**config.mk**
```make
export PLATFORM = sky130hd
export DESIGN_NAME = sdram_read_sequencer_flat
export DESIGN_NICKNAME = d
export VERILOG_FILES = /design/src/rtl/sdram_read_sequencer_if.sv /design/src/rtl/sdram_read_sequencer.sv /design/src/flat_wrapper.sv
export SDC_FILE = /design/constraint.sdc
export NUM_CORES = 1
export LEC_CHECK = 0
export BUFFER_PORTS_ARGS = -buffer_cell sky130_fd_sc_hd__buf_2
export CORE_ASPECT_RATIO = 1.5
export CORE_MARGIN = 2
export CORE_UTILIZATION = 40
export CTS_CLUSTER_DIAMETER = 200
export CTS_CLUSTER_SIZE = 8
export DETAILED_ROUTE_END_ITERATION = 8
export PLACE_DENSITY = 0.66
export SYNTH_ARGS = -nofsm -noshare
export SYNTH_HDL_FRONTEND = slang
export SYNTH_SLANG_ARGS = --single-unit
```
**constraint.sdc**
```tcl
create_clock -name CLK -period 2.7 [get_ports CLK]
set_input_delay 0.135 -clock CLK [delete_from_list [all_inputs] [get_ports CLK]]
set_output_delay 0.135 -clock CLK [all_outputs]
set_load 0.01 [all_outputs]
```
**src/rtl/sdram_read_sequencer_if.sv**
```systemverilog
// Bundles the read sequencer's request/address/data handshake and SDRAM command bus.
// master: the sequencer; slave: the surrounding address counter, arbiter and SDRAM model.
interface sdram_read_sequencer_if;
  logic        READ_REQ;
  logic        INHIBIT;
  logic [1:0]  BA_IN;
  logic [12:0] ROW_IN;
  logic [8:0]  COL_IN;
  logic [15:0] DQ_IN;
  logic        NEXT;
  logic        BUSY;
  logic        CS_N;
  logic        RAS_N;
  logic        CAS_N;
  logic        WE_N;
  logic [1:0]  SD_BA;
  logic [12:0] SD_ADDR;
  logic [15:0] DATA_OUT;
  logic        DATA_VALID;

  modport master (
    input  READ_REQ, INHIBIT, BA_IN, ROW_IN, COL_IN, DQ_IN,
    output NEXT, BUSY, CS_N, RAS_N, CAS_N, WE_N, SD_BA, SD_ADDR, DATA_OUT, DATA_VALID
  );

  modport slave (
    output READ_REQ, INHIBIT, BA_IN, ROW_IN, COL_IN, DQ_IN,
    input  NEXT, BUSY, CS_N, RAS_N, CAS_N, WE_N, SD_BA, SD_ADDR, DATA_OUT, DATA_VALID
  );
endinterface

```
**src/rtl/sdram_read_sequencer.sv**
```systemverilog
// Single-word SDRAM read sequencer: ACTIVE, READ, capture, PRECHARGE, then NEXT to the counter.
// Define SDRAM_READ_AUTO_PRECHARGE_EN to issue READ with auto-precharge instead of PRECHARGE.
module sdram_read_sequencer #(
  parameter int unsigned T_RCD   = 2,
  parameter int unsigned CAS_LAT = 2,
  parameter int unsigned T_RAS   = 5,
  parameter int unsigned T_RP    = 2
) (
  input  logic                         CLK,
  input  logic                         RESET,
  sdram_read_sequencer_if.master       bus
);

  localparam logic [2:0] StIdle      = 3'd0;
  localparam logic [2:0] StActivate  = 3'd1;
  localparam logic [2:0] StWaitRcd   = 3'd2;
  localparam logic [2:0] StReadCmd   = 3'd3;
  localparam logic [2:0] StWaitCas   = 3'd4;
  localparam logic [2:0] StCapture   = 3'd5;
  localparam logic [2:0] StPrecharge = 3'd6;
  localparam logic [2:0] StWaitRp    = 3'd7;

  // {CS_N, RAS_N, CAS_N, WE_N}
  localparam logic [3:0] CmdNop    = 4'b0111;
  localparam logic [3:0] CmdActive = 4'b0011;
  localparam logic [3:0] CmdRead   = 4'b0101;
  localparam logic [3:0] CmdPre    = 4'b0010;

`ifdef SDRAM_READ_AUTO_PRECHARGE_EN
  localparam logic [3:0] ReadHi   = 4'b0010;
  localparam logic [3:0] CmdClose = CmdNop;
`else
  localparam logic [3:0] ReadHi   = 4'b0000;
  localparam logic [3:0] CmdClose = CmdPre;
`endif

  // Wait-state lengths; a zero length skips the wait state entirely.
  localparam logic [3:0] RcdWait = 4'(T_RCD - 1);
  localparam logic [3:0] CasWait = 4'(CAS_LAT - 1);
  localparam logic [3:0] RpWait  = 4'(T_RP);
  localparam logic [5:0] RasCyc  = 6'(T_RAS);

  logic [2:0]  state_q, state_d;
  logic [3:0]  wait_q, wait_d;
  logic [5:0]  cyc_q, cyc_d;
  logic [3:0]  cmd_q, cmd_d;
  logic [1:0]  ba_q, ba_d;
  logic [12:0] addr_q, addr_d;
  logic [15:0] dout_q, dout_d;
  logic        dv_q, dv_d;
  logic        next_q, next_d;
  logic        busy_q, busy_d;
  logic [1:0]  bank_q, bank_d;
  logic [8:0]  col_q, col_d;

  always_comb begin
    state_d = state_q;
    wait_d  = wait_q;
    cyc_d   = cyc_q;
    cmd_d   = CmdNop;
    ba_d    = ba_q;
    addr_d  = addr_q;
    dout_d  = dout_q;
    dv_d    = 1'b0;
    next_d  = 1'b0;
    busy_d  = busy_q;
    bank_d  = bank_q;
    col_d   = col_q;

    // cyc_q numbers the current cycle of the sequence, with ACTIVE as cycle 1.
    if (state_q != StIdle) begin
      cyc_d = cyc_q + 6'd1;
    end

    unique case (state_q)
      StIdle: begin
        busy_d = 1'b0;
        if (bus.READ_REQ && !bus.INHIBIT) begin
          state_d = StActivate;
          cmd_d   = CmdActive;
          ba_d    = bus.BA_IN;
          addr_d  = bus.ROW_IN;
          bank_d  = bus.BA_IN;
          col_d   = bus.COL_IN;
          busy_d  = 1'b1;
          cyc_d   = 6'd1;
        end
      end

      StActivate: begin
        if (RcdWait == 4'd0) begin
          state_d = StReadCmd;
          cmd_d   = CmdRead;
          ba_d    = bank_q;
          addr_d  = {ReadHi, col_q};
        end else begin
          state_d = StWaitRcd;
          wait_d  = RcdWait;
        end
      end

      StWaitRcd: begin
        if (wait_q <= 4'd1) begin
          state_d = StReadCmd;
          cmd_d   = CmdRead;
          ba_d    = bank_q;
          addr_d  = {ReadHi, col_q};
        end else begin
          wait_d = wait_q - 4'd1;
        end
      end

      StReadCmd: begin
        if (CasWait == 4'd0) begin
          state_d = StCapture;
        end else begin
          state_d = StWaitCas;
          wait_d  = CasWait;
        end
      end

      StWaitCas: begin
        if (wait_q <= 4'd1) begin
          state_d = StCapture;
        end else begin
          wait_d = wait_q - 4'd1;
        end
      end

      // DQ is sampled at the end of this cycle; the bank closes once tRAS has elapsed.
      StCapture: begin
        dout_d  = bus.DQ_IN;
        dv_d    = 1'b1;
        state_d = StPrecharge;
        if (cyc_q >= RasCyc) begin
          cmd_d  = CmdClose;
          next_d = 1'b1;
          ba_d   = bank_q;
          addr_d = '0;
        end
      end

      // Holds NOPs until tRAS is met; next_q marks the cycle the bank is closed.
      StPrecharge: begin
        if (next_q) begin
          if (RpWait == 4'd0) begin
            state_d = StIdle;
            busy_d  = 1'b0;
          end else begin
            state_d = StWaitRp;
            wait_d  = RpWait;
          end
        end else if (cyc_q >= RasCyc) begin
          cmd_d  = CmdClose;
          next_d = 1'b1;
          ba_d   = bank_q;
          addr_d = '0;
        end
      end

      StWaitRp: begin
        if (wait_q <= 4'd1) begin
          state_d = StIdle;
          busy_d  = 1'b0;
        end else begin
          wait_d = wait_q - 4'd1;
        end
      end

      default: begin
        state_d = StIdle;
        busy_d  = 1'b0;
      end
    endcase
  end

  always_ff @(posedge CLK or negedge RESET) begin
    if (!RESET) begin
      state_q <= StIdle;
      wait_q  <= '0;
      cyc_q   <= '0;
      cmd_q   <= CmdNop;
      ba_q    <= '0;
      addr_q  <= '0;
      dout_q  <= '0;
      dv_q    <= 1'b0;
      next_q  <= 1'b0;
      busy_q  <= 1'b0;
      bank_q  <= '0;
      col_q   <= '0;
    end else begin
      state_q <= state_d;
      wait_q  <= wait_d;
      cyc_q   <= cyc_d;
      cmd_q   <= cmd_d;
      ba_q    <= ba_d;
      addr_q  <= addr_d;
      dout_q  <= dout_d;
      dv_q    <= dv_d;
      next_q  <= next_d;
      busy_q  <= busy_d;
      bank_q  <= bank_d;
      col_q   <= col_d;
    end
  end

  assign bus.CS_N       = cmd_q[3];
  assign bus.RAS_N      = cmd_q[2];
  assign bus.CAS_N      = cmd_q[1];
  assign bus.WE_N       = cmd_q[0];
  assign bus.SD_BA      = ba_q;
  assign bus.SD_ADDR    = addr_q;
  assign bus.DATA_OUT   = dout_q;
  assign bus.DATA_VALID = dv_q;
  assign bus.NEXT       = next_q;
  assign bus.BUSY       = busy_q;

endmodule

```
**src/flat_wrapper.sv**
```systemverilog
// flat-port wrapper written by rule: the top's interface ports become plain ports
module sdram_read_sequencer_flat 
#(
  parameter int unsigned T_RCD   = 2,
  parameter int unsigned CAS_LAT = 2,
  parameter int unsigned T_RAS   = 5,
  parameter int unsigned T_RP    = 2
)
  (CLK, RESET, bus_READ_REQ, bus_INHIBIT, bus_BA_IN, bus_ROW_IN, bus_COL_IN, bus_DQ_IN, bus_NEXT, bus_BUSY, bus_CS_N, bus_RAS_N, bus_CAS_N, bus_WE_N, bus_SD_BA, bus_SD_ADDR, bus_DATA_OUT, bus_DATA_VALID);
  sdram_read_sequencer_if bus_i ();
  input  logic CLK;
  input  logic RESET;
  input wire logic [$bits(bus_i.READ_REQ)-1:0] bus_READ_REQ;
  input wire logic [$bits(bus_i.INHIBIT)-1:0] bus_INHIBIT;
  input wire logic [$bits(bus_i.BA_IN)-1:0] bus_BA_IN;
  input wire logic [$bits(bus_i.ROW_IN)-1:0] bus_ROW_IN;
  input wire logic [$bits(bus_i.COL_IN)-1:0] bus_COL_IN;
  input wire logic [$bits(bus_i.DQ_IN)-1:0] bus_DQ_IN;
  output wire logic [$bits(bus_i.NEXT)-1:0] bus_NEXT;
  output wire logic [$bits(bus_i.BUSY)-1:0] bus_BUSY;
  output wire logic [$bits(bus_i.CS_N)-1:0] bus_CS_N;
  output wire logic [$bits(bus_i.RAS_N)-1:0] bus_RAS_N;
  output wire logic [$bits(bus_i.CAS_N)-1:0] bus_CAS_N;
  output wire logic [$bits(bus_i.WE_N)-1:0] bus_WE_N;
  output wire logic [$bits(bus_i.SD_BA)-1:0] bus_SD_BA;
  output wire logic [$bits(bus_i.SD_ADDR)-1:0] bus_SD_ADDR;
  output wire logic [$bits(bus_i.DATA_OUT)-1:0] bus_DATA_OUT;
  output wire logic [$bits(bus_i.DATA_VALID)-1:0] bus_DATA_VALID;
  assign bus_i.READ_REQ = bus_READ_REQ;
  assign bus_i.INHIBIT = bus_INHIBIT;
  assign bus_i.BA_IN = bus_BA_IN;
  assign bus_i.ROW_IN = bus_ROW_IN;
  assign bus_i.COL_IN = bus_COL_IN;
  assign bus_i.DQ_IN = bus_DQ_IN;
  assign bus_NEXT = bus_i.NEXT;
  assign bus_BUSY = bus_i.BUSY;
  assign bus_CS_N = bus_i.CS_N;
  assign bus_RAS_N = bus_i.RAS_N;
  assign bus_CAS_N = bus_i.CAS_N;
  assign bus_WE_N = bus_i.WE_N;
  assign bus_SD_BA = bus_i.SD_BA;
  assign bus_SD_ADDR = bus_i.SD_ADDR;
  assign bus_DATA_OUT = bus_i.DATA_OUT;
  assign bus_DATA_VALID = bus_i.DATA_VALID;
  sdram_read_sequencer #(.T_RCD(T_RCD), .CAS_LAT(CAS_LAT), .T_RAS(T_RAS), .T_RP(T_RP)) u_core (.CLK(CLK), .RESET(RESET), .bus(bus_i));
endmodule
```
======== Yosys cells after proc, flatten, opt, wreduce, memory -nomap -nowiden ========
Index checks and enable logic that the tools add are counted.
word-level totals
  input port bits ......................... 44
  memory bits (read-only) ................. 0
  memory bits (writable) .................. 0
  memories kept ........................... 0
  register bits ........................... 62
  bits in latches ......................... 0
  output and inout bits ................... 38
  logic and storage cells ................. 78
cells by class
  equality and inequality tests ........... 14
  $mul .................................... 0
  bitwise operators ....................... 0
  reduce and logical (&&, ||, !) cells .... 14
  magnitude comparators ................... 2
  divide/modulo/power cells ............... 0
  add/subtract/negate cells ............... 2
  shifts and indexed selects .............. 0
  muxes and demuxes ....................... 34
operators by type and width
  operator                                                                             number
  13-bit two-way mux                                                                   4
  13-bit case mux with 4 select lines                                                  1
  3-bit case mux with 8 select lines                                                   1
  3-bit two-way mux                                                                    7
  6-bit two-way mux                                                                    3
  4-bit case mux with 4 select lines                                                   1
  3-bit == test, second input constant                                                 4
  4-bit two-way mux                                                                    3
  4-bit case mux with 3 select lines                                                   1
  2-bit two-way mux                                                                    5
  2-bit by 1-bit inequality test with 1-bit output, second input constant              5
  2-bit case mux with 4 select lines                                                   1
  6-bit by 1-bit adder with 6-bit output, second input constant                        1
  3-bit by 2-bit == test with 1-bit output, second input constant                      2
  6-bit by 3-bit greater-or-equal comparator with 1-bit output, second input constant  1
  3-bit nonzero test                                                                   2
  1-bit two-way mux                                                                    5
  5-bit AND reduction                                                                  1
  4-bit by 1-bit less-or-equal comparator with 1-bit output, second input constant     1
  2-bit inequality test, second input constant                                         2
  1-bit case mux with 2 select lines                                                   2
  2-bit AND reduction                                                                  2
  4-bit AND reduction                                                                  1
  4-bit nonzero test                                                                   1
  other kinds (9)                                                                      9

======== Depth between registers and ports, before layout ========
Gate-level depths: netlist of run 1.
  depth in word-level cells ............... 4
  depth in mapped cells ................... 8

======== Least setup slack after synthesis of run 1 ========
OpenSTA, ideal clock, no wires.
  kind .................................... register -> register
  start ................................... register u_core.wait_q[0]
  end ..................................... register u_core.addr_q[3] (netlist: u_core.bus.SD_ADDR[3])
  path buffers ............................ 1
  data required time ...................... 2,575 ps
  arrival time ............................ 1,877 ps
  setup slack ............................. 698 ps
  stages on the path, launching flop included .. 9
  setup time .............................. 125 ps
  cells stage by stage .................... dfrtp_1 inv_1 ha_1 or2_1 and2_2 nand2b_4 o2111ai_4 buf_8 mux2_4
on the way
  cells in the longest elaborated chain, start to end .. 3
ends and longest elaborated chain
  item                                                        line                         text
  start, declared                                             sdram_read_sequencer.sv:44   logic [3:0] wait_q, wait_d;
  start signal, assigned                                      sdram_read_sequencer.sv:193  wait_q <= wait_d;
  4-bit by 1-bit less-or-equal comparator with 1-bit output   sdram_read_sequencer.sv:103  if (wait_q <= 4'd1) begin
  2-bit by 1-bit inequality test with 1-bit output (no line)  -
  4-bit AND reduction (no line)                               -
  end signal, assigned                                        sdram_read_sequencer.sv:197  addr_q <= addr_d;
  end, declared                                               sdram_read_sequencer.sv:48   logic [12:0] addr_q, addr_d;
Every way passes these cells.
A chain may end at the register's enable or synchronous reset.

======== Worst setup path in the final report of run 1 ========
  start ................................... register u_core.state_q[0]
  end ..................................... register u_core.addr_q[0] (netlist: u_core.bus.SD_ADDR[0])
on the way
  cells in the longest elaborated chain, start to end .. 3
  elaborated cells between the ends (all ways) .. 10
  those cells by class .................... eq/ne (6); mux (1); reduce/logical (3)
ends and longest elaborated chain
  item                                                           line                         text
  start, declared                                                sdram_read_sequencer.sv:43   logic [2:0] state_q, state_d;
  start signal, assigned                                         sdram_read_sequencer.sv:179  state_q <= StIdle;
  start signal, assigned                                         sdram_read_sequencer.sv:192  state_q <= state_d;
  3-bit == test, or another cell as far along                    sdram_read_sequencer.sv:75   unique case (state_q)
  2-bit inequality test (no line), or another cell as far along  -
  4-bit AND reduction (no line)                                  -
Several ways; a longest one is shown, not always the timed one.

==> impl_metrics.json, run 1 <==
{
  "cts_sinks": 61,
  "cpLargestDelayFamily": "compound AO/OA/AOI/OAI gates",
  "io_pins": 82,
  "timing.critical_path.to_type": "register",
  "wl_mm": 6.47,
  "place.port_buffers": 80,
  "grt_usage_pct": 17.1,
  "chipHeight_um": 111,
  "netSwitchingPower_uw": 1810,
  "post-route-worst-setup-slack_ns": 0.396,
  "status": "finished clean",
  "dieArea_sq_um": 8400,
  "postSynthNetCount": 309,
  "count_of_flip_flops_with_a_built_in_enable_after_synthesis": 0,
  "die_w_um": 75.5,
  "dominant_register_cell_in_the_synthesized_netlist": "sky130_fd_sc_hd__dfrtp_1",
  "core.rowCount": 39,
  "yosysSeqAreaShare_pct": 49.9,
  "core_region_area_sq_um": 7510,
  "synthesis.instances": 256,
  "timing.setup.tns_ns": 0,
  "wire_length_of_the_first_global_routing_pass_mm": 10.9,
  "max_cap_viol_count": 0,
  "final_layout_size_suffix_gt1_share_pct": 45.1,
  "tritoncts": "yes",
  "drv_slew": 0,
  "power.clock.fraction_pct": 23.2,
  "synthToLayoutAreaGrowth_pct": 26.4,
  "grt_setup_unrepaired": "false",
  "cts_inserted_buffers": 9,
  "transition_time_of_the_tightest_slew_check_pin_ns": 0.751,
  "switching_share_pct": 35.3,
  "grt.overflow.total": 0,
  "synth-async-reset-ratio_pct": 100,
  "design.final.nets": 396,
  "period_share_pct": 85.3,
  "ir_worst_vdd_mv": 0.882,
  "synthDistinctLibCells": 51,
  "placement.cell_area_sq_um": 3560,
  "final_cell_area_sq_um": 3880,
  "filler_cell_count": 722,
  "post_drt_via_cell_ratio": 4.94,
  "slew_headroom_pct": 49.9,
  "power_density_over_the_cells_nw_per_um2": 1320,
  "timing.final.crit_period_ns": 2.30,
  "crit_fanout": 15,
  "comb_power_share_pct": 44.5,
  "maxClockFrequency_ghz": 0.434,
  "clkLatencyLatePin_ns": 0.32,
  "cp.required_ns": 2.91,
  "syn_avg_cell_area_sq_um": 12.0,
  "detailed_place_hpwl_mm": 4.70,
  "critPathArrivalTime_ns": 2.51,
  "synth-warning-count": 0,
  "antenna_found_initial": 0,
  "path_class": "reg -> reg",
  "detailedRoute.firstIterationViolations": 86,
  "power.static_leakage_uw": 0.00185,
  "initial_core_util_pct": 40.8,
  "clock-root-buffer": "sky130_fd_sc_hd__clkbuf_16",
  "drt_first_pass_iters": 4,
  "crit_chain": "inv_1 -> ha_1 -> and2b_1 -> a211oi_1 -> a21oi_1 -> o2111ai_4 -> mux2_2",
  "remaining_drc_errors": 0,
  "preCtsSetupSlack_ns": 0.400,
  "yosys_register_bits": 61,
  "worst_hold_path_type": "in -> reg",
  "antenna_cells": 0,
  "critPathMaxStageDelay_ns": 0.41,
  "cts_max_level": 3,
  "routabilityCongestion": 0.817,
  "wire_per_inst_um": 14.4,
  "hold_viol": 0,
  "netlist_area_pre_place_sq_um": 3070,
  "internal_power_uw": 3320,
  "critPathLaunchType": "register",
  "cts.clk_slew.worst_paths_ns": 0.05,
  "sequentialPowerShare_pct": 32.3,
  "timing.critical_path.buf_inv": 1,
  "slowest_stage": "sky130_fd_sc_hd__dfrtp_1",
  "vias": 2224,
  "grt_max_degree": 62,
  "drtAntennaViolNets": 0,
  "grt_pass1_vias": 2329,
  "setup_viol": 0,
  "cts-root-to-sink-buffers": 2,
  "clock-skew-final_ns": 0.00452
}
==> per-stage QoR <==
step	utilization, %	power [uW]	hold slack [ns]	instances
after floorplan	-	3360	-0.161	256
after detailed placement	47.4	3960	0.345	433
final	51.6	5130	0.0374	450
after global placement	47.4	3900	0.344	433
after CTS	51.6	5180	0.0284	450
after global routing	51.6	5510	0.0270	450
==> flip-flops by register name (all words and copies together) (netlist names) <==
name and count:
u_core.bank_q 2, u_core.bus.BUSY 1, u_core.bus.DATA_OUT 16, u_core.bus.DATA_VALID 1, u_core.bus.NEXT 1, u_core.bus.SD_ADDR 13, u_core.bus.SD_BA 2, u_core.cmd_q 3
u_core.col_q 9, u_core.cyc_q 6, u_core.state_q 3, u_core.wait_q 4
==> per-layer routing <==
metal / part of all wire (%) / track usage [%] / vias to the layer above
met4: 2.0 / 7.25 / 0
met5: 0 / 0 / -
met2: 52 / 27.8 / 59
li1: - / - / 1087
met3: 5.1 / 4.82 / 10
met1: 41 / 20.5 / 1068
==> cells in the final DEF, fill, tap and decap left out, types with 3 or more instances in the layout <==
master                      Yosys  final
sky130_fd_sc_hd__buf_2          2     80
sky130_fd_sc_hd__dfrtp_1       58     58
sky130_fd_sc_hd__mux2_2        36     36
sky130_fd_sc_hd__o21ai_0       18     18
sky130_fd_sc_hd__nand2_1       16     16
sky130_fd_sc_hd__inv_1         13     13
sky130_fd_sc_hd__a21oi_1       10     10
sky130_fd_sc_hd__mux2i_1        9      9
sky130_fd_sc_hd__ha_1           9      9
sky130_fd_sc_hd__clkbuf_16      0      9
sky130_fd_sc_hd__nor2_1         8      8
sky130_fd_sc_hd__buf_4          4      7
sky130_fd_sc_hd__mux2_4         6      6
sky130_fd_sc_hd__a22o_1         5      5
sky130_fd_sc_hd__o32ai_1        5      5
sky130_fd_sc_hd__nand2b_1       3      3
sky130_fd_sc_hd__nor2b_1        3      3
sky130_fd_sc_hd__nand3b_1       3      3
sky130_fd_sc_hd__nor3_1         3      3
sky130_fd_sc_hd__clkinv_2       0      3
sky130_fd_sc_hd__dfstp_2        3      3
==> power groups by stage <==
stage	Combinational (uW)	Sequential, uW	Clock, uW
6_report	2280	1660	1190
4_1_cts	2310	1660	1220
3_3_place_gp	2250	1650	0
5_1_grt	2540	1720	1260
2_1_floorplan	1630	1730	0
3_5_place_dp	2290	1670	0
==> cell usage after synthesis (all sizes together) (2+ instances only) <==
master  instances  area (sq um)
dfrtp          58          1450
mux2           42           495
o21ai          18          90.1
nand2          17          66.3
inv            13          48.8
a21oi          10          50.1
buf             9          77.6
ha              9           113
mux2i           9          90.1
nor2            9          36.3
a22o            5          43.8
nand2b          5          46.3
o32ai           5          43.8
nand3b          4          33.8
clkbuf          3          11.3
dfstp           3          78.8
nor2b           3          18.8
nor3            3          15.0
a211oi          2          15.0
a31oi           2          12.5
and2            2          13.8
and2b           2          16.3
nand3           2          10.0
nand4           2          12.5
o211ai          2          15.0
or2             2          12.5
or3             2          12.5
==> final timing paths <==
kind / from / endpoint / slack, ns / depth (start not counted)
setup / recovery: u_core.state_q[0]$_DFFE_PN0P_ / u_core.bus.SD_ADDR[0]$_DFFE_PN0P_ / 0.40 / 7
max in group asynchronous: RESET / u_core.cyc_q[3]$_DFF_PN0_ / 1.69 / 3
hold / removal: bus_DQ_IN[9] / u_core.bus.DATA_OUT[9]$_DFFE_PN0P_ / 0.04 / 2
setup reg to reg: u_core.state_q[0]$_DFFE_PN0P_ / u_core.bus.SD_ADDR[0]$_DFFE_PN0P_ / 0.40 / 7
min in group asynchronous: RESET / u_core.bus.SD_ADDR[6]$_DFFE_PN0P_ / 0.51 / 3
hold reg to reg: u_core.bus.SD_ADDR[10]$_DFFE_PN0P_ / u_core.bus.SD_ADDR[10]$_DFFE_PN0P_ / 0.50 / 1
==> final cells by class <==
type	instances	area [sq um]	share of cell area, %
Multi-Input combinational cell	170	1400	36.1
Sequential cell	61	1530	39.5
Clock inverter	5	75.1	1.94
Timing Repair Buffer	88	463	11.9
Inverter	13	48.8	1.26
Clock buffer	11	233	6.00
Tap cell	102	128	3.29
==> repair_timing <==
action	4_1_cts	5_1_grt
buffers inserted	0	0
gates resized for setup	0	0
hold endpoints to repair	4	0
hold buffers	1	0
==> cell families after synthesis <==
family / count (synthesis) / synth area share [%]
other cells: 1 / 0.122
compound gates: 51 / 12.0
fa+ha+maj: 9 / 3.67
flops: 61 / 49.9
mux: 51 / 19.1
buf+inv: 25 / 4.48
simple gates: 58 / 10.8
(Power assumes the default switching activity.)
==> inputs of run 2 (changes only) <==
--- a/config.mk
+++ b/config.mk
@@ -9,7 +9,8 @@
 export CORE_ASPECT_RATIO = 1.5
 export CORE_MARGIN = 2
 export CORE_UTILIZATION = 40
-export CTS_CLUSTER_DIAMETER = 200
+export CTS_BUF_LIST = sky130_fd_sc_hd__clkbuf_2 sky130_fd_sc_hd__clkbuf_4 sky130_fd_sc_hd__clkbuf_8
+export CTS_CLUSTER_DIAMETER = 60
 export CTS_CLUSTER_SIZE = 8
 export DETAILED_ROUTE_END_ITERATION = 8
 export PLACE_DENSITY = 0.66
==> run 2 against run 1 <==
Net effect: wire length about the same; clock skew is 0.00054 ns higher; register-to-register slack worse by 0.03 ns; combinational power about the same; hold slack got worse by 0.017 ns.
==> impl_metrics.json, run 2 (synthesis gave the netlist of run 1 again) <==
{
  "design.final.nets": 397,
  "status": "finished clean",
  "timing.final.crit_period_ns": 2.33,
  "power.clock.fraction_pct": 18.4,
  "core_region_area_sq_um": 7510,
  "final_layout_size_suffix_gt1_share_pct": 45.6,
  "detailed_place_hpwl_mm": 4.70,
  "final_cell_area_sq_um": 3790,
  "placement.cell_area_sq_um": 3560,
  "post_layout_nonfiller_instances": 451,
  "cts_resized": 0,
  "io_pins": 82,
  "grt_max_degree": 62,
  "cts.clk_slew.worst_paths_ns": 0.06,
  "synthToLayoutAreaGrowth_pct": 23.6,
  "multi_input_comb_area_sq_um": 1400,
  "drt_first_pass_iters": 4,
  "tritoncts": "yes",
  "timing.setup.tns_ns": 0,
  "maxClockFrequency_ghz": 0.428,
  "place.detailed.instances": 433,
  "power_density_over_the_cells_nw_per_um2": 1270,
  "wire_per_inst_um": 14.4,
  "period_share_pct": 86.4,
  "cts_max_level": 3,
  "clock-skew-final_ns": 0.00507,
  "critPathLaunchType": "register",
  "cts_sinks": 61,
  "drv_slew": 0,
  "crit_fanout": 15,
  "clock-root-buffer": "sky130_fd_sc_hd__clkbuf_8",
  "routabilityCongestion": 0.817,
  "seq_area_sq_um": 1530,
  "crit_path_start": "u_core.state_q[0]$_DFFE_PN0P_",
  "transition_time_of_the_tightest_slew_check_pin_ns": 0.757,
  "die_w_um": 75.5,
  "grt_usage_pct": 17.1,
  "chipHeight_um": 111,
  "post_drt_via_cell_ratio": 4.93,
  "largest_register_ff_count": 16,
  "clkLatencyLatePin_ns": 0.34,
  "hold_viol": 0,
  "antenna_found_initial": 0,
  "grt.overflow.total": 0,
  "core.rowCount": 39,
  "slew_headroom_pct": 49.5,
  "min_from": "bus_ROW_IN[10]",
  "wl_mm": 6.48,
  "dieArea_sq_um": 8400,
  "filler_cell_count": 734,
  "internal_power_uw": 3050,
  "hold_buffers": 2,
  "cp.required_ns": 2.93,
  "initial_core_util_pct": 40.8,
  "wire_length_of_the_first_global_routing_pass_mm": 10.8,
  "cts-root-to-sink-buffers": 2,
  "place.port_buffers": 80,
  "ir_worst_vdd_mv": 0.772,
  "vias": 2225,
  "path_class": "reg -> reg",
  "detailedRoute.firstIterationViolations": 104,
  "post-route-worst-setup-slack_ns": 0.366,
  "switching_share_pct": 36.7,
  "grt_pass1_vias": 2301,
  "critPathArrivalTime_ns": 2.56,
  "sequentialPowerShare_pct": 34.3,
  "worst_hold_path_type": "in -> reg",
  "netSwitchingPower_uw": 1770,
  "timing.critical_path.to_type": "register",
  "cts_setup_buffers": 0,
  "grt_setup_unrepaired": "false",
  "setup_viol": 0,
  "layout.cells.most_common": "sky130_fd_sc_hd__buf_2",
  "remaining_drc_errors": 0,
  "max_cap_viol_count": 0,
  "preCtsSetupSlack_ns": 0.400,
  "reg2reg_from": "u_core.state_q[0]$_DFFE_PN0P_",
  "layout.cells.most_common_list": "sky130_fd_sc_hd__buf_2, sky130_fd_sc_hd__dfrtp_1, sky130_fd_sc_hd__mux2_2",
  "comb_power_share_pct": 47.3,
  "power.static_leakage_uw": 0.00181,
  "cts_inserted_buffers": 9,
  "antenna_cells": 0,
  "drtAntennaViolNets": 0
}
-- run 2: cell types whose count changed in the layout (fill, tap and decap cells not counted) --
cell                            before  now
sky130_fd_sc_hd__clkbuf_16           9    0
sky130_fd_sc_hd__dlygate4sd3_1       1    2
sky130_fd_sc_hd__clkbuf_4            0    2
sky130_fd_sc_hd__clkbuf_1            2    0
sky130_fd_sc_hd__clkbuf_8            0    9
-- run 2: path summary, 6_finish.rpt --
| kind | depth (start not counted) | slack, ns | endpoint |
|---|---|---|---|
| min | 2 | 0.02 | u_core.bus.SD_ADDR[10]$_DFFE_PN0P_ |
| max | 7 | 0.37 | u_core.bus.SD_ADDR[0]$_DFFE_PN0P_ |
| max reg2reg | 7 | 0.37 | u_core.bus.SD_ADDR[0]$_DFFE_PN0P_ |
| max in group asynchronous | 3 | 1.70 | u_core.bus.DATA_OUT[4]$_DFFE_PN0P_ |
| min reg2reg | 1 | 0.50 | u_core.bus.SD_ADDR[10]$_DFFE_PN0P_ |
| min in group asynchronous | 3 | 0.49 | u_core.bus.SD_ADDR[6]$_DFFE_PN0P_ |
-- run 2: cell type report --
type | count | area share (%)
Sequential cell | 61 | 40.3
Clock buffer | 11 | 3.66
Tap cell | 102 | 3.36
Timing Repair Buffer | 89 | 12.5
Inverter | 13 | 1.29
Multi-Input combinational cell | 170 | 36.9
Clock inverter | 5 | 1.98
-- run 2: power by group through the flow --
| stage | Sequential [uW] | Clock, uW | Combinational, uW |
|---|---|---|---|
| final | 1650 | 887 | 2280 |
| after global routing | 1720 | 944 | 2540 |
| after CTS | 1660 | 916 | 2300 |
| after detailed placement | 1670 | 0 | 2290 |
| after global placement | 1650 | 0 | 2250 |
| after floorplan | 1730 | 0 | 1630 |
-- run 2: routing by layer --
layer | GRT usage [%] | vias up | part of all wire, %
met1 | 20.3 | 1079 | 41
met3 | 4.27 | 11 | 4.6
li1 | - | 1086 | -
met2 | 28.2 | 49 | 53
met5 | 0 | - | 0
met4 | 7.37 | 0 | 1.8
-- run 2: stage by stage --
step | hold slack (ns) | util (%) | total power, uW
floorplan | -0.161 | - | 3360
global placement | 0.344 | 47.4 | 3900
detailed placement | 0.345 | 47.4 | 3960
CTS | 0.00217 | 50.5 | 4880
global route | 0.0108 | 50.5 | 5200
finish | 0.0201 | 50.5 | 4820
-- run 2: critical path, stage by stage (launching register included) --
cell and delay, ns:
sky130_fd_sc_hd__dfrtp_1 0.42, sky130_fd_sc_hd__inv_1 0.11, sky130_fd_sc_hd__ha_1 0.38, sky130_fd_sc_hd__and2b_1 0.23, sky130_fd_sc_hd__a211oi_1 0.22, sky130_fd_sc_hd__a21oi_1 0.11
sky130_fd_sc_hd__o2111ai_4 0.33, sky130_fd_sc_hd__mux2_2 0.40
==> inputs of run 3 (changes only) <==
--- a/config.mk
+++ b/config.mk
@@ -5,7 +5,6 @@
 export SDC_FILE = /design/constraint.sdc
 export NUM_CORES = 1
 export LEC_CHECK = 0
-export BUFFER_PORTS_ARGS = -buffer_cell sky130_fd_sc_hd__buf_2
 export CORE_ASPECT_RATIO = 1.5
 export CORE_MARGIN = 2
 export CORE_UTILIZATION = 40
@@ -13,7 +12,8 @@
 export CTS_CLUSTER_DIAMETER = 60
 export CTS_CLUSTER_SIZE = 8
 export DETAILED_ROUTE_END_ITERATION = 8
-export PLACE_DENSITY = 0.66
+export DONT_BUFFER_PORTS = 1
+export PLACE_DENSITY = 0.57
 export SYNTH_ARGS = -nofsm -noshare
 export SYNTH_HDL_FRONTEND = slang
 export SYNTH_SLANG_ARGS = --single-unit
==> run 3 against run 2 <==
Net effect: cell area decreased by 1.9%; sequential power rose by 12%; flip-flop and latch count did not move; combinational power fell by 14%; critical path depth is 1 lower; clock skew grew 0.0052 ns; register-to-register slack better by 0.07 ns; critical endpoint is now u_core.bus.SD_ADDR[2]$_DFFE_PN0P_; largest cell class unchanged; largest power group unchanged; highest routed layer unchanged.
==> impl_metrics.json, run 3 (synthesis gave the netlist of run 1 again) <==
{
  "wire_length_of_the_first_global_routing_pass_mm": 11.3,
  "place.detailed.instances": 356,
  "post-layout-total-power_uw": 4590,
  "grt.overflow.total": 0,
  "antenna_found_initial": 0,
  "maxClockFrequency_ghz": 0.441,
  "critPathArrivalTime_ns": 2.48,
  "power_density_over_the_cells_nw_per_um2": 1230,
  "min_from": "bus_ROW_IN[7]",
  "grt_pass1_vias": 2232,
  "antenna_cells": 0,
  "die_w_um": 75.5,
  "crit_chain": "inv_1 -> ha_1 -> buf_4 -> nand2_1 -> o2111ai_4 -> mux2_2",
  "detailed_place_hpwl_mm": 4.75,
  "place.port_buffers": 0,
  "tritoncts": "yes",
  "critPathLaunchType": "register",
  "grt_setup_unrepaired": "false",
  "hold_viol": 0,
  "cts_max_level": 3,
  "cts_sinks": 61,
  "grt_usage_pct": 17.9,
  "max_cap_viol_count": 0,
  "grt_max_degree": 62,
  "cts-root-to-sink-buffers": 2,
  "wire_per_inst_um": 16.7,
  "setup_viol": 0,
  "slowest_stage": "sky130_fd_sc_hd__o2111ai_4",
  "layout.cells.most_common": "sky130_fd_sc_hd__dfrtp_1",
  "status": "finished clean",
  "critPathMaxStageDelay_ns": 0.60,
  "cpLargestDelayFamily": "compound AO/OA/AOI/OAI gates",
  "largest_register_ff_count": 16,
  "period_share_pct": 83.9,
  "drv_slew": 0,
  "path_class": "reg -> reg",
  "wl_mm": 6.77,
  "crit_path_start": "u_core.state_q[0]$_DFFE_PN0P_",
  "layout.cells.most_common_list": "sky130_fd_sc_hd__dfrtp_1, sky130_fd_sc_hd__mux2_2, sky130_fd_sc_hd__dlygate4sd3_1",
  "timing.setup.tns_ns": 0,
  "clkLatencyLatePin_ns": 0.34,
  "ir_worst_vdd_mv": 0.595,
  "timing.critical_path.to_type": "register",
  "final_layout_size_suffix_gt1_share_pct": 27.4,
  "core.rowCount": 39,
  "cts_inserted_buffers": 9,
  "initial_core_util_pct": 40.8,
  "drt_first_pass_iters": 4,
  "routabilityCongestion": 0.780,
  "cp.required_ns": 2.92,
  "io_pins": 82,
  "power.static_leakage_uw": 0.00164,
  "post-route-worst-setup-slack_ns": 0.434,
  "timing.final.crit_period_ns": 2.27,
  "remaining_drc_errors": 0,
  "crit_fanout": 16,
  "placement.cell_area_sq_um": 3180,
  "final_cell_area_sq_um": 3720,
  "core_region_area_sq_um": 7510,
  "post_layout_nonfiller_instances": 405,
  "dieArea_sq_um": 8400,
  "cts_resized": 0,
  "drtAntennaViolNets": 0,
  "post_drt_via_cell_ratio": 5.12,
  "transition_time_of_the_tightest_slew_check_pin_ns": 0.659,
  "slew_headroom_pct": 56.1,
  "chipHeight_um": 111,
  "timing.critical_path.buf_inv": 2,
  "preCtsSetupSlack_ns": 0.453,
  "cts.clk_slew.worst_paths_ns": 0.07,
  "detailedRoute.firstIterationViolations": 105,
  "worst_hold_path_type": "in -> reg",
  "reg2reg_from": "u_core.state_q[0]$_DFFE_PN0P_",
  "synthToLayoutAreaGrowth_pct": 21.3,
  "vias": 2072,
  "clock-skew-final_ns": 0.0103,
  "clock-root-buffer": "sky130_fd_sc_hd__clkbuf_8",
  "design.final.nets": 351
}
## run 3: cell types whose count changed in the layout (fill, tap and decap cells not counted)
| cell | change |
|---|---|
| sky130_fd_sc_hd__clkinv_2 | -2 |
| sky130_fd_sc_hd__clkbuf_4 | +1 |
| sky130_fd_sc_hd__bufinv_16 | -2 |
| sky130_fd_sc_hd__buf_16 | +1 |
| sky130_fd_sc_hd__clkbuf_8 | +3 |
| sky130_fd_sc_hd__buf_2 | -80 |
| sky130_fd_sc_hd__buf_4 | +3 |
| sky130_fd_sc_hd__dlygate4sd3_1 | +30 |
## run 3: layer usage
metal	up-vias	track usage (%)	wire (um)
met1	1003	20.7	2640
met3	10	5.73	433
li1	997	-	-
met5	-	0	0
met2	62	29.2	3550
met4	0	8.30	142
## run 3: layout make-up
type | count | area (sq um)
Fill cell | 684 | 3790
Sequential cell | 61 | 1530
Multi-Input combinational cell | 170 | 1400
Timing Repair Buffer | 43 | 423
Clock buffer | 15 | 188
Tap cell | 102 | 128
Inverter | 13 | 48.8
Clock inverter | 1 | 5.00
## run 3: path summary, 6_finish.rpt
path,end,slack (ns),depth (start not counted)
worst max-delay path,u_core.bus.SD_ADDR[2]$_DFFE_PN0P_,0.43,6
worst min-delay path,u_core.bus.SD_ADDR[7]$_DFFE_PN0P_,0.05,3
worst max register to register,u_core.bus.SD_ADDR[2]$_DFFE_PN0P_,0.43,6
worst min register to register,u_core.bank_q[0]$_DFFE_PN0P_,0.50,1
max in group asynchronous,u_core.cmd_q[0]$_DFF_PN1_,2.06,2
min in group asynchronous,u_core.state_q[2]$_DFFE_PN0P_,0.31,2
## run 3: timing repair
action,4_1_cts,5_1_grt
hold endpoints to repair,92,0
setup buffers,0,0
endpoints found under the setup margin,0,0
hold buffers,33,0
## run 3: through the flow
step / hold WS [ns] / util, %
after global placement: -0.159 / 42.4
after CTS: 0.0230 / 49.6
after global routing: 0.0359 / 49.6
final: 0.0457 / 49.6
after floorplan: -0.161 / -
after detailed placement: -0.159 / 42.4
## run 3: worst reg2reg max path: stages, from the launching register on
cell	delay, ns
sky130_fd_sc_hd__dfrtp_1	0.41
sky130_fd_sc_hd__inv_1	0.10
sky130_fd_sc_hd__ha_1	0.26
sky130_fd_sc_hd__buf_4	0.25
sky130_fd_sc_hd__nand2_1	0.13
sky130_fd_sc_hd__o2111ai_4	0.60
sky130_fd_sc_hd__mux2_2	0.41
## run 3: where the power goes
part           leakage [uW]  switching, uW  internal [uW]
Combinational      0.000793            936           1030
Clock              0.000104            345            439
Sequential         0.000739            476           1370
Total               0.00164           1760           2830
